==> src/rtl/fetch_stage_pkg.sv <==
// -----------------------------------------------------------------------------
// fetch_stage_pkg
// Shared definitions for the instruction-fetch stage: FSM state encoding,
// default reset PC, the bubble instruction word and a PC increment helper.
// -----------------------------------------------------------------------------
package fetch_stage_pkg;

  typedef enum logic [1:0] {
    FETCH_RUN     = 2'd0,
    FETCH_HOLD    = 2'd1,
    FETCH_DISCARD = 2'd2
  } fetch_state_e;

  localparam logic [31:0] RESET_PC_DEFAULT = 32'h0040_0000;

  // sll $0,$0,0 -- architectural nop, used as the bubble instruction
  localparam logic [31:0] NOP_INSTRUCTION  = 32'h0000_0000;

  // 32-bit modulo increment; 32'hFFFF_FFFC wraps to 0
  function automatic logic [31:0] pc_plus_four(input logic [31:0] pc);
    return pc + 32'd4;
  endfunction

endpackage : fetch_stage_pkg

==> src/rtl/fetch_stage_if.sv <==
// -----------------------------------------------------------------------------
// fetch_stage_if
// Instruction-memory request/ready port.
//   imem_req   : fetch -> memory, request valid
//   imem_addr  : fetch -> memory, word address, stable while waiting
//   imem_ready : memory -> fetch, response valid this cycle
//   imem_rdata : memory -> fetch, instruction word when imem_ready=1
// master = fetch stage, slave = instruction memory.
// -----------------------------------------------------------------------------
interface fetch_stage_if;

  logic        imem_req;
  logic [31:0] imem_addr;
  logic        imem_ready;
  logic [31:0] imem_rdata;

  modport master (
    output imem_req,
    output imem_addr,
    input  imem_ready,
    input  imem_rdata
  );

  modport slave (
    input  imem_req,
    input  imem_addr,
    output imem_ready,
    output imem_rdata
  );

endinterface : fetch_stage_if

==> src/rtl/fetch_stage_fetch_decode_register.sv <==
// -----------------------------------------------------------------------------
// fetch_decode_register
// Pipeline register between fetch and decode.
//   clk_i, rst_i      : clock, asynchronous active-high reset
//   load_i            : capture {instr_i, pc_plus_four_i} as a valid entry
//   bubble_i          : replace contents with a nop bubble (wins over load_i)
//   instr_i           : instruction word to capture
//   pc_plus_four_i    : pc+4 of that instruction
//   instruction_o     : registered instruction to decode
//   pc_plus_four_o    : registered pc+4 to decode
//   valid_o           : 1 = real instruction, 0 = bubble
// With neither load_i nor bubble_i the register holds (stall).
// -----------------------------------------------------------------------------
module fetch_decode_register
  import fetch_stage_pkg::*;
(
  input  logic        clk_i,
  input  logic        rst_i,
  input  logic        load_i,
  input  logic        bubble_i,
  input  logic [31:0] instr_i,
  input  logic [31:0] pc_plus_four_i,
  output logic [31:0] instruction_o,
  output logic [31:0] pc_plus_four_o,
  output logic        valid_o
);

  logic [31:0] instruction_q, instruction_d;
  logic [31:0] pc_plus_four_q, pc_plus_four_d;
  logic        valid_q, valid_d;

  always_comb begin
    instruction_d  = instruction_q;
    pc_plus_four_d = pc_plus_four_q;
    valid_d        = valid_q;
    if (bubble_i) begin
      instruction_d  = NOP_INSTRUCTION;
      pc_plus_four_d = 32'h0;
      valid_d        = 1'b0;
    end else if (load_i) begin
      instruction_d  = instr_i;
      pc_plus_four_d = pc_plus_four_i;
      valid_d        = 1'b1;
    end
  end

  always_ff @(posedge clk_i or posedge rst_i) begin
    if (rst_i) begin
      instruction_q  <= NOP_INSTRUCTION;
      pc_plus_four_q <= 32'h0;
      valid_q        <= 1'b0;
    end else begin
      instruction_q  <= instruction_d;
      pc_plus_four_q <= pc_plus_four_d;
      valid_q        <= valid_d;
    end
  end

  assign instruction_o  = instruction_q;
  assign pc_plus_four_o = pc_plus_four_q;
  assign valid_o        = valid_q;

endmodule : fetch_decode_register

==> src/rtl/fetch_stage.sv <==
// -----------------------------------------------------------------------------
// fetch_stage
// Instruction fetch: PC register, request/ready instruction-memory port and
// the fetch/decode pipeline register. Taken branches/jumps from decode squash
// the wrong-path fetch (no delay slot).
//   clock, reset    : rising-edge clock, asynchronous active-high reset
//   stall_D         : hazard stall, freezes PC and fetch/decode register
//   pc_src_D        : redirect request from decode
//   jump_address_D  : redirect target
//   imem            : instruction-memory port (master side)
//   instruction_D   : instruction to decode
//   pc_plus_four_D  : pc+4 to decode
//   valid_D         : 1 = instruction_D is real, 0 = bubble
//   pc_F            : current PC (trace)
//
// state         | meaning
// --------------+-------------------------------------------------------------
// FETCH_RUN     | request outstanding at pc; normal fetching
// FETCH_HOLD    | response arrived during a stall, word parked in hold_buf
// FETCH_DISCARD | redirected while a request was pending; wait out and drop it
// -----------------------------------------------------------------------------
module fetch_stage
  import fetch_stage_pkg::*;
#(
  parameter logic [31:0] RESET_PC = RESET_PC_DEFAULT
) (
  input  logic                clock,
  input  logic                reset,
  input  logic                stall_D,
  input  logic                pc_src_D,
  input  logic [31:0]         jump_address_D,
  fetch_stage_if.master       imem,
  output logic [31:0]         instruction_D,
  output logic [31:0]         pc_plus_four_D,
  output logic                valid_D,
  output logic [31:0]         pc_F
);

  fetch_state_e state_q, state_d;
  logic [31:0]  pc_q, pc_d;
  logic [31:0]  hold_buf_q, hold_buf_d;
  logic [31:0]  discard_addr_q, discard_addr_d;

  logic         fd_load;
  logic         fd_bubble;
  logic [31:0]  fd_instr;
  logic [31:0]  pc_inc;
  logic         redirect;
  logic         req_int;
  logic [31:0]  addr_int;

  // A redirect only counts when decode holds a real instruction and is not
  // stalled; otherwise pc_src_D may be stale.
  assign redirect = pc_src_D & valid_D & ~stall_D;
  assign pc_inc   = pc_plus_four(pc_q);

  always_comb begin
    state_d        = state_q;
    pc_d           = pc_q;
    hold_buf_d     = hold_buf_q;
    discard_addr_d = discard_addr_q;
    fd_load        = 1'b0;
    fd_bubble      = 1'b0;
    fd_instr       = imem.imem_rdata;
    req_int        = 1'b1;
    addr_int       = pc_q;

    unique case (state_q)
      FETCH_RUN: begin
        if (imem.imem_ready) begin
          if (redirect) begin
            fd_bubble = 1'b1;
            pc_d      = jump_address_D;
          end else if (stall_D) begin
            hold_buf_d = imem.imem_rdata;
            state_d    = FETCH_HOLD;
          end else begin
            fd_load = 1'b1;
            pc_d    = pc_inc;
          end
        end else begin
          if (redirect) begin
            // Request to pc is still in flight; remember its address so the
            // port stays stable until the stale response is consumed.
            discard_addr_d = pc_q;
            pc_d           = jump_address_D;
            fd_bubble      = 1'b1;
            state_d        = FETCH_DISCARD;
          end else if (!stall_D) begin
            fd_bubble = 1'b1;
          end
        end
      end

      FETCH_HOLD: begin
        req_int = 1'b0;
        if (!stall_D) begin
          state_d = FETCH_RUN;
          if (redirect) begin
            fd_bubble = 1'b1;
            pc_d      = jump_address_D;
          end else begin
            fd_load  = 1'b1;
            fd_instr = hold_buf_q;
            pc_d     = pc_inc;
          end
        end
      end

      FETCH_DISCARD: begin
        addr_int  = discard_addr_q;
        fd_bubble = ~stall_D;
        if (imem.imem_ready) begin
          state_d = FETCH_RUN;
        end
      end

      default: begin
        state_d = FETCH_RUN;
      end
    endcase
  end

  always_ff @(posedge clock or posedge reset) begin
    if (reset) begin
      state_q        <= FETCH_RUN;
      pc_q           <= RESET_PC;
      hold_buf_q     <= 32'h0;
      discard_addr_q <= 32'h0;
    end else begin
      state_q        <= state_d;
      pc_q           <= pc_d;
      hold_buf_q     <= hold_buf_d;
      discard_addr_q <= discard_addr_d;
    end
  end

  // Gate with reset so no request is visible while reset is asserted.
  assign imem.imem_req  = req_int & ~reset;
  assign imem.imem_addr = addr_int;
  assign pc_F           = pc_q;

  fetch_decode_register u_fd_reg (
    .clk_i          (clock),
    .rst_i          (reset),
    .load_i         (fd_load),
    .bubble_i       (fd_bubble),
    .instr_i        (fd_instr),
    .pc_plus_four_i (pc_inc),
    .instruction_o  (instruction_D),
    .pc_plus_four_o (pc_plus_four_D),
    .valid_o        (valid_D)
  );

endmodule : fetch_stage

==> src/flat_wrapper.sv <==
// flat-port wrapper written by rule: the top's interface ports become plain ports
module fetch_stage_flat import fetch_stage_pkg::*;
#(
  parameter logic [31:0] RESET_PC = RESET_PC_DEFAULT
)
  (clock, reset, stall_D, pc_src_D, jump_address_D, instruction_D, pc_plus_four_D, valid_D, pc_F, imem_imem_req, imem_imem_addr, imem_imem_ready, imem_imem_rdata);
  fetch_stage_if imem_i ();
  input  logic clock;
  input  logic reset;
  input  logic stall_D;
  input  logic pc_src_D;
  input  logic [31:0] jump_address_D;
  output logic [31:0] instruction_D;
  output logic [31:0] pc_plus_four_D;
  output logic valid_D;
  output logic [31:0] pc_F;
  output wire logic [$bits(imem_i.imem_req)-1:0] imem_imem_req;
  output wire logic [$bits(imem_i.imem_addr)-1:0] imem_imem_addr;
  input wire logic [$bits(imem_i.imem_ready)-1:0] imem_imem_ready;
  input wire logic [$bits(imem_i.imem_rdata)-1:0] imem_imem_rdata;
  assign imem_imem_req = imem_i.imem_req;
  assign imem_imem_addr = imem_i.imem_addr;
  assign imem_i.imem_ready = imem_imem_ready;
  assign imem_i.imem_rdata = imem_imem_rdata;
  fetch_stage #(.RESET_PC(RESET_PC)) u_core (.clock(clock), .reset(reset), .stall_D(stall_D), .pc_src_D(pc_src_D), .jump_address_D(jump_address_D), .imem(imem_i), .instruction_D(instruction_D), .pc_plus_four_D(pc_plus_four_D), .valid_D(valid_D), .pc_F(pc_F));
endmodule
==> config.mk <==
export PLATFORM = sky130hd
export DESIGN_NAME = fetch_stage_flat
export DESIGN_NICKNAME = d
export VERILOG_FILES = /design/src/rtl/fetch_stage_pkg.sv /design/src/rtl/fetch_stage_if.sv /design/src/rtl/fetch_stage_fetch_decode_register.sv /design/src/rtl/fetch_stage.sv /design/src/flat_wrapper.sv
export SDC_FILE = /design/constraint.sdc
export NUM_CORES = 1
export LEC_CHECK = 0
export BUFFER_PORTS_ARGS = -buffer_cell sky130_fd_sc_hd__buf_2
export CAP_MARGIN = 30
export CORE_AREA = 8 8 145 147
export DETAILED_ROUTE_END_ITERATION = 12
export DIE_AREA = 0 0 153 155
export GPL_TIMING_DRIVEN = 0
export PLACE_DENSITY = 0.78
export SETUP_SLACK_MARGIN = 0.5
export SLEW_MARGIN = 5
export SYNTH_ARGS = -nofsm -noshare
export SYNTH_HDL_FRONTEND = slang
export SYNTH_HIERARCHICAL = 1
export SYNTH_SLANG_ARGS = --single-unit
==> constraint.sdc <==
create_clock -name clock -period 6.9 [get_ports clock]
set_clock_uncertainty 0.2 [all_clocks]
set_input_delay 1.38 -clock clock [delete_from_list [all_inputs] [get_ports clock]]
set_output_delay 1.38 -clock clock [all_outputs]
set_load 0.05 [all_outputs]
==> After elaboration in Yosys (flattened, before gate mapping) <==
Index checks and enable logic that the tools add are counted.
{ "totals": {"wordCells": 66, "input_bits": 69, "out_inout_bits": 130, "register_bits": 163} }
{ "classes": {"n_reduce_logical": 7, "addsub": 1, "bitwise": 7, "n_mux": 36, "n_eq_ne": 8} }
{ "ops": {"columns": ["operator", "count"], "rows": [
  ["$mux 32", 14],
  ["$pmux 32 s2", 1],
  ["$add 32x3->32 const B", 1],
  ["$mux 1", 12],
  ["$mux 2", 6],
  ["$ne 3x2->1 const B", 3],
  ["$reduce_and 4->1", 2],
  ["$pmux 2 s3", 1],
  ["$reduce_and 5->1", 1],
  ["$ne 2x2->1 const B", 2],
  ["$not 1->1", 4],
  ["$reduce_bool 2->1", 2],
  ["$and 1x1->1", 3],
  ["$ne 3x3->1 const B", 1],
  ["$pmux 1 s3", 1],
  ["$reduce_and 3->1", 1],
  ["$eq 2x1->1 const B", 1],
  ["$eq 2x2->1 const B", 1],
  ["$logic_not 2->1", 1],
  ["$pmux 1 s2", 1]
]} }

==> Logic depth before layout (Yosys ltp) <==
Gate-level depths: netlist of run 1.
{ "logic_depth": {"depth_word": 7, "depth_mapped": 9, "mapped_depth_nobuf": 8} }

==> Cells and area by module <==
The synthesis of run 1 kept the hierarchy.
{ "by_module_without_submodules": {"columns": ["module", "seq_area_each_um2", "area_per_inst_um2", "n_inst", "cells_each"], "rows": [
  ["fetch_stage", 2453.6, 5572.8, 1, 514],
  ["fetch_decode_register", 1626.6, 2640.0, 1, 210]
]} }

==> Least setup slack after synthesis of run 1 <==
No wires, ideal clock.
{ "synth_path": {"path_type": "input -> output", "from": "input port reset", "to": "output port imem_imem_req", "path_slack_ps": 3180, "required_ps": 5320, "path_buffers": 0, "arrival_ps": 2140, "path_stages": 1, "cell_sequence": "a21oi_1"} }
{ "synth_via": {"elab_chain_cells": 2} }
{ "synth_lines": {"columns": ["element", "line", "rtl"], "rows": [
  ["from (decl)", "flat_wrapper.sv:9", "input logic reset;"],
  ["$not 1->1", "fetch_stage.sv:139", "assign imem.imem_req = req_int & ~reset;"],
  ["$and 1x1->1", "fetch_stage.sv:139", null],
  ["to (decl)", "flat_wrapper.sv:17", "output wire logic [$bits(imem_i.imem_req)-1:0] imem_imem_req;"]
]} }
Every way passes these cells.

==> Worst setup path in the final report of run 1 <==
{ "layout_path": {"from": "register u_core.state_q[0]", "to": "output port imem_imem_addr[14]"} }
{ "layout_via": {"elab_chain_cells": 2} }
{ "layout_lines": {"columns": ["element", "line", "rtl"], "rows": [
  ["from (decl)", "fetch_stage.sv:39", "fetch_state_e state_q, state_d;"],
  ["from (signal assigned)", "fetch_stage.sv:131", "state_q <= state_d;"],
  ["$eq 2x2->1", "fetch_stage.sv:68", "unique case (state_q)"],
  ["$mux 32", "fetch_stage.sv:68", null],
  ["to (decl)", "flat_wrapper.sv:18", "output wire logic [$bits(imem_i.imem_addr)-1:0] imem_imem_addr;"]
]} }
Every way passes these cells.

==> results of run 1 <==
## routing by layer
metal,up-vias,global-route usage [%]
met2,312,33.3
li1,3002,-
met3,47,7.02
met4,8,6.88
met1,3234,24.8
met5,-,0
## Yosys cell counts, types with 3 or more instances
master,number,share of area [%]
dfrtp_1,162,49
mux2_2,104,14
nor2_1,90,4.1
mux2i_1,64,7.8
nand2_1,35,1.6
clkbuf_1,34,1.6
a21oi_1,21,1.3
mux2_1,21,2.9
nand3_1,17,1.0
xnor2_1,17,1.8
o21ai_0,13,0.79
buf_2,10,0.61
nor3_1,10,0.61
o22ai_1,10,0.76
xor2_1,10,1.1
nand4_1,9,0.69
buf_1,7,0.32
a21o_1,6,0.55
a22o_1,6,0.64
a22oi_1,6,0.55
and3_1,6,0.46
inv_1,6,0.27
buf_8,5,0.91
o211ai_1,4,0.37
buf_4,3,0.27
nor4_1,3,0.23
o22a_1,3,0.32
or2_2,3,0.23
or4_1,3,0.27
## report_power, final
part	switching (mW)	internal, mW
sequential	0.207	1.26
clock	0.408	0.607
combinational	1.48	0.588
## layout make-up
cell class                 instances  area (um2)
fill                            1660        8760
sequential                       163        4080
multi-input combinational        494        3790
timing repair buffer             200        1040
clock buffer                      20         467
buffer                            60         313
tap                              238         298
clock inverter                    12         170
inverter                           7        31.3
antenna                            1        2.50
## per-stage QoR
stage / util [%] / cells / setup WS (ns)
after floorplan: - / 724 / 2.76
after global placement: 50.1 / 1160 / 1.21
after detailed placement: 50.4 / 1162 / 2.89
after CTS: 53.8 / 1194 / 2.64
after global routing: 53.8 / 1194 / 2.58
final: 53.8 / 1195 / 2.69
## worst min-delay path: cells and delay by family (launching register included)
| family | cells | cell delay [ns] |
|---|---|---|
| compound gates | 1 | 0.06 |
| flops | 1 | 0.34 |
| simple gates | 1 | 0.04 |
## logic make-up after synthesis
kind of cell    count (synthesis)  synth area share [%]
buf+inv                        67                  4.13
fa+ha+maj                       1                 0.152
xor+xnor                       27                  2.88
mux                           189                  24.9
simple gates                  190                  11.2
compound gates                 87                  7.01
flops                         163                  49.7
## state kept, by name (all words and copies together) (netlist names)
name	flops
u_core/state_q	2
u_core/u_fd_reg/pc_plus_four_o	32
u_core/hold_buf_q	32
u_core/pc_F	32
u_core/discard_addr_q	32
u_core/u_fd_reg/instruction_o	32
u_core/u_fd_reg/valid_o	1
## worst min path at each step
stage	slack [ns]	cells after the start	endpoint
after floorplan	0.25	2	u_core/discard_addr_q[14]
after global placement	0.26	2	u_core/discard_addr_q[2]
after detailed placement	0.27	2	u_core/discard_addr_q[2]
after CTS	0.28	2	u_core/discard_addr_q[2]
after global routing	0.30	1	u_core/hold_buf_q[25]
final	0.29	2	u_core/discard_addr_q[2]
==> results.ini, run 1 <==
[drt]
wl_met3_um=2060
totalWireLength_um=24000
wl_met2_um=11400
ant_nets=0
viasPerCell=5.53
wl_met1_um=10100
dr.max_layer_used=met5
wl_per_cell_um=20.1
drtIter0Drc=476
post-route-drc-count=0
vias=6603
dr.pass1.iters=5

[critical_path]
path_max_fanout=10
cp.required_ns=5.32
crit_path_cell_trace=nand2b_1 > clkbuf_1 > buf_1 > mux2_2 > buf_2
reg2reg_slack_ns=3.77
criticalPathCategory=register to output pin
startpoint=u_core/state_q[0]
critical-path-top-delay-family=buffers and inverters
worstSetupStartpointType=register
crit_arrival_ns=2.63
path_buf_inv=3
slowest_stage=buf_1
worstRegToRegCells=9
crit_end=imem_imem_addr[14]
r2r-start=u_core/u_fd_reg/valid_o
r2r_end=u_core/u_fd_reg/instruction_o[24]
cpPeakStageDelay_ns=0.61
worst-path-stages=5
crit_path_end_kind=output pin

[synthesis]
synth_edf_count=0
ys_seq_elements=163
netlist_area_um2=8210
synth_nets=794
synthCells=724
ys_seq_area_share_pct=49.7
avgSynthCellArea_um2=11.3
ys.flop_type=dfrtp_1
async_flop_share_pct=100
synthDistinctLibCells=57
yosysWarnings=6

[timing]
max-slew-margin-rel_pct=46.0
finalSetupViolCount=0
fin_crit_ns=4.21
fin_crit_sh_pct=61.1
rsz0062_at_grt=no
hold_violations=0
tightest_slew_ns=0.804
slew_violations=0
whs_ns=0.285
tns_ns=0
fmax_ghz=0.237

[place]
place_area_um2=9550
dp_hpwl_um=17900
numPortBuffers=198
place_congestion=0.880

[clock_network]
clk_pin_slew_worst_paths_ns=0.06
cts_tree=yes
insertion_delay_ns=0.42
cts-hold-fix-buffers=0
clock_sinks=163
cts_max_path_buffers=2
post_cts_buffers=0
clockRootBuffer=clkbuf_16
cts_buffers=17
ctsResizeCount=0
htreeDepth=4

[grt]
grt_pass1_vias=6923
grt_overflow=0
grt_max_degree=52
track_usage_pct=20.4
antenna_found_initial=4
grt_pass1_wl_um=38200

[power]
p_per_area_nw_per_um2=446
p_total_mw=4.55
vdd_drop_max_v=0.000276
p_leak_nw=4.83

[final_layout]
drive_above_1_share_pct=38.6
layout_common_cells=208 x buf_2, 162 x dfrtp_1, 104 x mux2_2, 90 x nor2_1, 64 x mux2i_1
nets=1013
stdcell_area_um2=10200
syn2layout_area_growth_pct=24.1
final_common_cell=buf_2

[floorplanning]
chipWidth_um=153
die_area_um2=23700
core_area_um2=19000
die_h_um=155
ioPinCount=199
row_count=51
start_util_pct=43.3

[worst_hold_path]
min_from=u_core/discard_addr_q[2]
hold_class=register to register

[run_status]
run_status=completed

[run]
max_cap_viol_count=0

(Power assumes the default switching activity.)
==> run 2, diff against run 1 <==
==> constraint.sdc (replaced) <==
create_clock -name clock -period 3.9 [get_ports clock]
set_clock_uncertainty 0.2 [all_clocks]
set_input_delay 0.78 -clock clock [delete_from_list [all_inputs] [get_ports clock]]
set_output_delay 0.78 -clock clock [all_outputs]
set_load 0.05 [all_outputs]
==> run 2 against run 1 <==
Against the previous run:
- combinational power is 77% higher
- flip-flop and latch count did not move
- non-clock buffer count rose by 2
- worst setup slack got worse by 2.1 ns
- critical endpoint unchanged
- critical path type unchanged
- largest power group unchanged
==> results.ini, run 2 (synthesized netlist as in run 1, its figures left out) <==
[run_status]
run_status=completed

[drt]
ant_nets=0
drtIter0Drc=420
post-route-drc-count=0
totalWireLength_um=23800
vias=6556
dr.pass1.iters=5
wl_per_cell_um=19.8
viasPerCell=5.48

[clock_network]
cts-hold-fix-buffers=0
insertion_delay_ns=0.43
cts_max_path_buffers=2
post_cts_buffers=0
htreeDepth=4
cts_tree=yes
cts_buffers=17
ctsResizeCount=3
clockRootBuffer=clkbuf_16
clock_sinks=163
clk_pin_slew_worst_paths_ns=0.06

[critical_path]
path_buf_inv=3
criticalPathCategory=register to output pin
path_max_fanout=10
crit_arrival_ns=2.36
worstSetupStartpointType=register
cp.required_ns=2.92
crit_path_cell_trace=nand2b_1 > clkbuf_1 > buf_2 > mux2_2 > buf_2
critical-path-top-delay-family=buffers and inverters
cp_common_cell=buf_2
slowest_stage=dfrtp_1
crit_path_end_kind=output pin
cpPeakStageDelay_ns=0.43

[power]
p_int_mw=4.39
p_comb_share_pct=45.6
p_switching_mw=3.65
clkPwrFrac_pct=22.2
p_seq_share_pct=32.2
swShare_pct=45.4
p_leak_nw=4.84
p_per_area_nw_per_um2=786
vdd_drop_max_v=0.000671

[place]
dp_hpwl_um=17700
numPortBuffers=198
place_congestion=0.872

[timing]
rsz0062_at_grt=no
hold_violations=0
slew_violations=0
fin_crit_ns=3.34
finalSetupViolCount=0
fmax_ghz=0.299
tns_ns=0
fin_crit_sh_pct=85.6
tightest_slew_ns=0.782
max-slew-margin-rel_pct=47.5

[final_layout]
drive_above_1_share_pct=38.7
final_common_cell=buf_2
fin_util_pct=54.0
syn2layout_area_growth_pct=24.6
nets=1015
layout_common_cells=211 x buf_2, 162 x dfrtp_1, 104 x mux2_2, 90 x nor2_1, 64 x mux2i_1
multiInputGateArea_um2=3790
ff_latch_area_um2=4080
fill_cells=1708

[grt]
grt_pass1_wl_um=38200
antenna_found_initial=5
gr-usage-met2_pct=33.7
grt_busiest_layer=met2
grt_max_degree=48
met3_usage_pct=6.24
grt_overflow=0
grt_pass1_vias=6817
grtUsageMet1_pct=25.5
track_usage_pct=20.4

[floorplanning]
core_area_um2=19000
start_util_pct=43.3
ioPinCount=199
die_area_um2=23700
row_count=51
chipWidth_um=153
die_h_um=155

[worst_hold_path]
hold_class=input pin to asynchronous set/reset pin

[run]
max_cap_viol_count=0

## run 2: cell count changes in the layout (fill, tap and decap cells not counted)
cell and delta:
buf_1 -3, buf_12 +2, buf_2 +3, bufinv_16 +1, clkbuf_1 +3, clkinv_2 +1
clkinv_4 -5, clkinvlp_4 +2, diode_2 +1, inv_4 -1, inv_6 -1, inv_8 -1
## run 2: power groups by stage
stage               clock network (mW)  registers [mW]  logic (mW)
global route                      1.89            2.66        3.89
global placement                     0            2.59        3.61
CTS                               1.83            2.59        3.68
detailed placement                   0            2.61        3.67
floorplan                            0            3.56        1.78
finish                            1.79            2.59        3.67
## run 2: final timing paths
| check | endpoint | slack, ns | startpoint | cells after the start |
|---|---|---|---|---|
| max | imem_imem_addr[14] | 0.56 | u_core/state_q[0] | 5 |
| min | u_core/u_fd_reg/pc_plus_four_o[5] | 0.16 | reset | 2 |
| max reg2reg | u_core/u_fd_reg/instruction_o[3] | 0.72 | u_core/u_fd_reg/valid_o | 9 |
| min reg2reg | u_core/discard_addr_q[2] | 0.28 | u_core/discard_addr_q[2] | 2 |
| max in group asynchronous | u_core/pc_F[22] | 2.78 | reset | 3 |
| min in group clock | u_core/discard_addr_q[2] | 0.28 | u_core/discard_addr_q[2] | 2 |
## run 2: area by class of cell
cell class                 count  area share, %
tap                          238           2.91
timing repair buffer         202           10.5
antenna                        2         0.0489
sequential                   163           39.9
clock inverter                 8           1.46
inverter                       7          0.318
multi-input combinational    494           37.1
buffer                        60           3.09
clock buffer                  23           4.67
## run 2: metrics by stage
step                      power, mW  area (um2)  hold slack (ns)  worst slack [ns]  cells
after global placement         6.20        9510            0.259             0.231   1160
after CTS                      8.10       10200            0.161             0.554   1195
after detailed placement       6.28        9600            0.267             0.438   1164
after global routing           8.44       10200            0.176             0.500   1196
after floorplan                5.34        8220            0.246              1.05    724
final                          8.04       10200            0.160             0.560   1197
## run 2: per-layer routing
metal	share of wire [%]	up-vias	wire (um)
li1	-	3007	-
met1	43	3248	10100
met2	48	261	11400
met3	8.2	32	1950
met4	1.2	8	279
met5	0.21	-	49
## run 2: worst register-to-register path, stage by stage, from the launching register on
cell and delay (ns):
dfrtp_1 0.46, and2_0 0.17, clkbuf_1 0.15, nor2_1 0.51, nand2_1 0.44, inv_2 0.34
buf_6 0.26, buf_8 0.20, mux2i_1 0.25, nor2_1 0.06
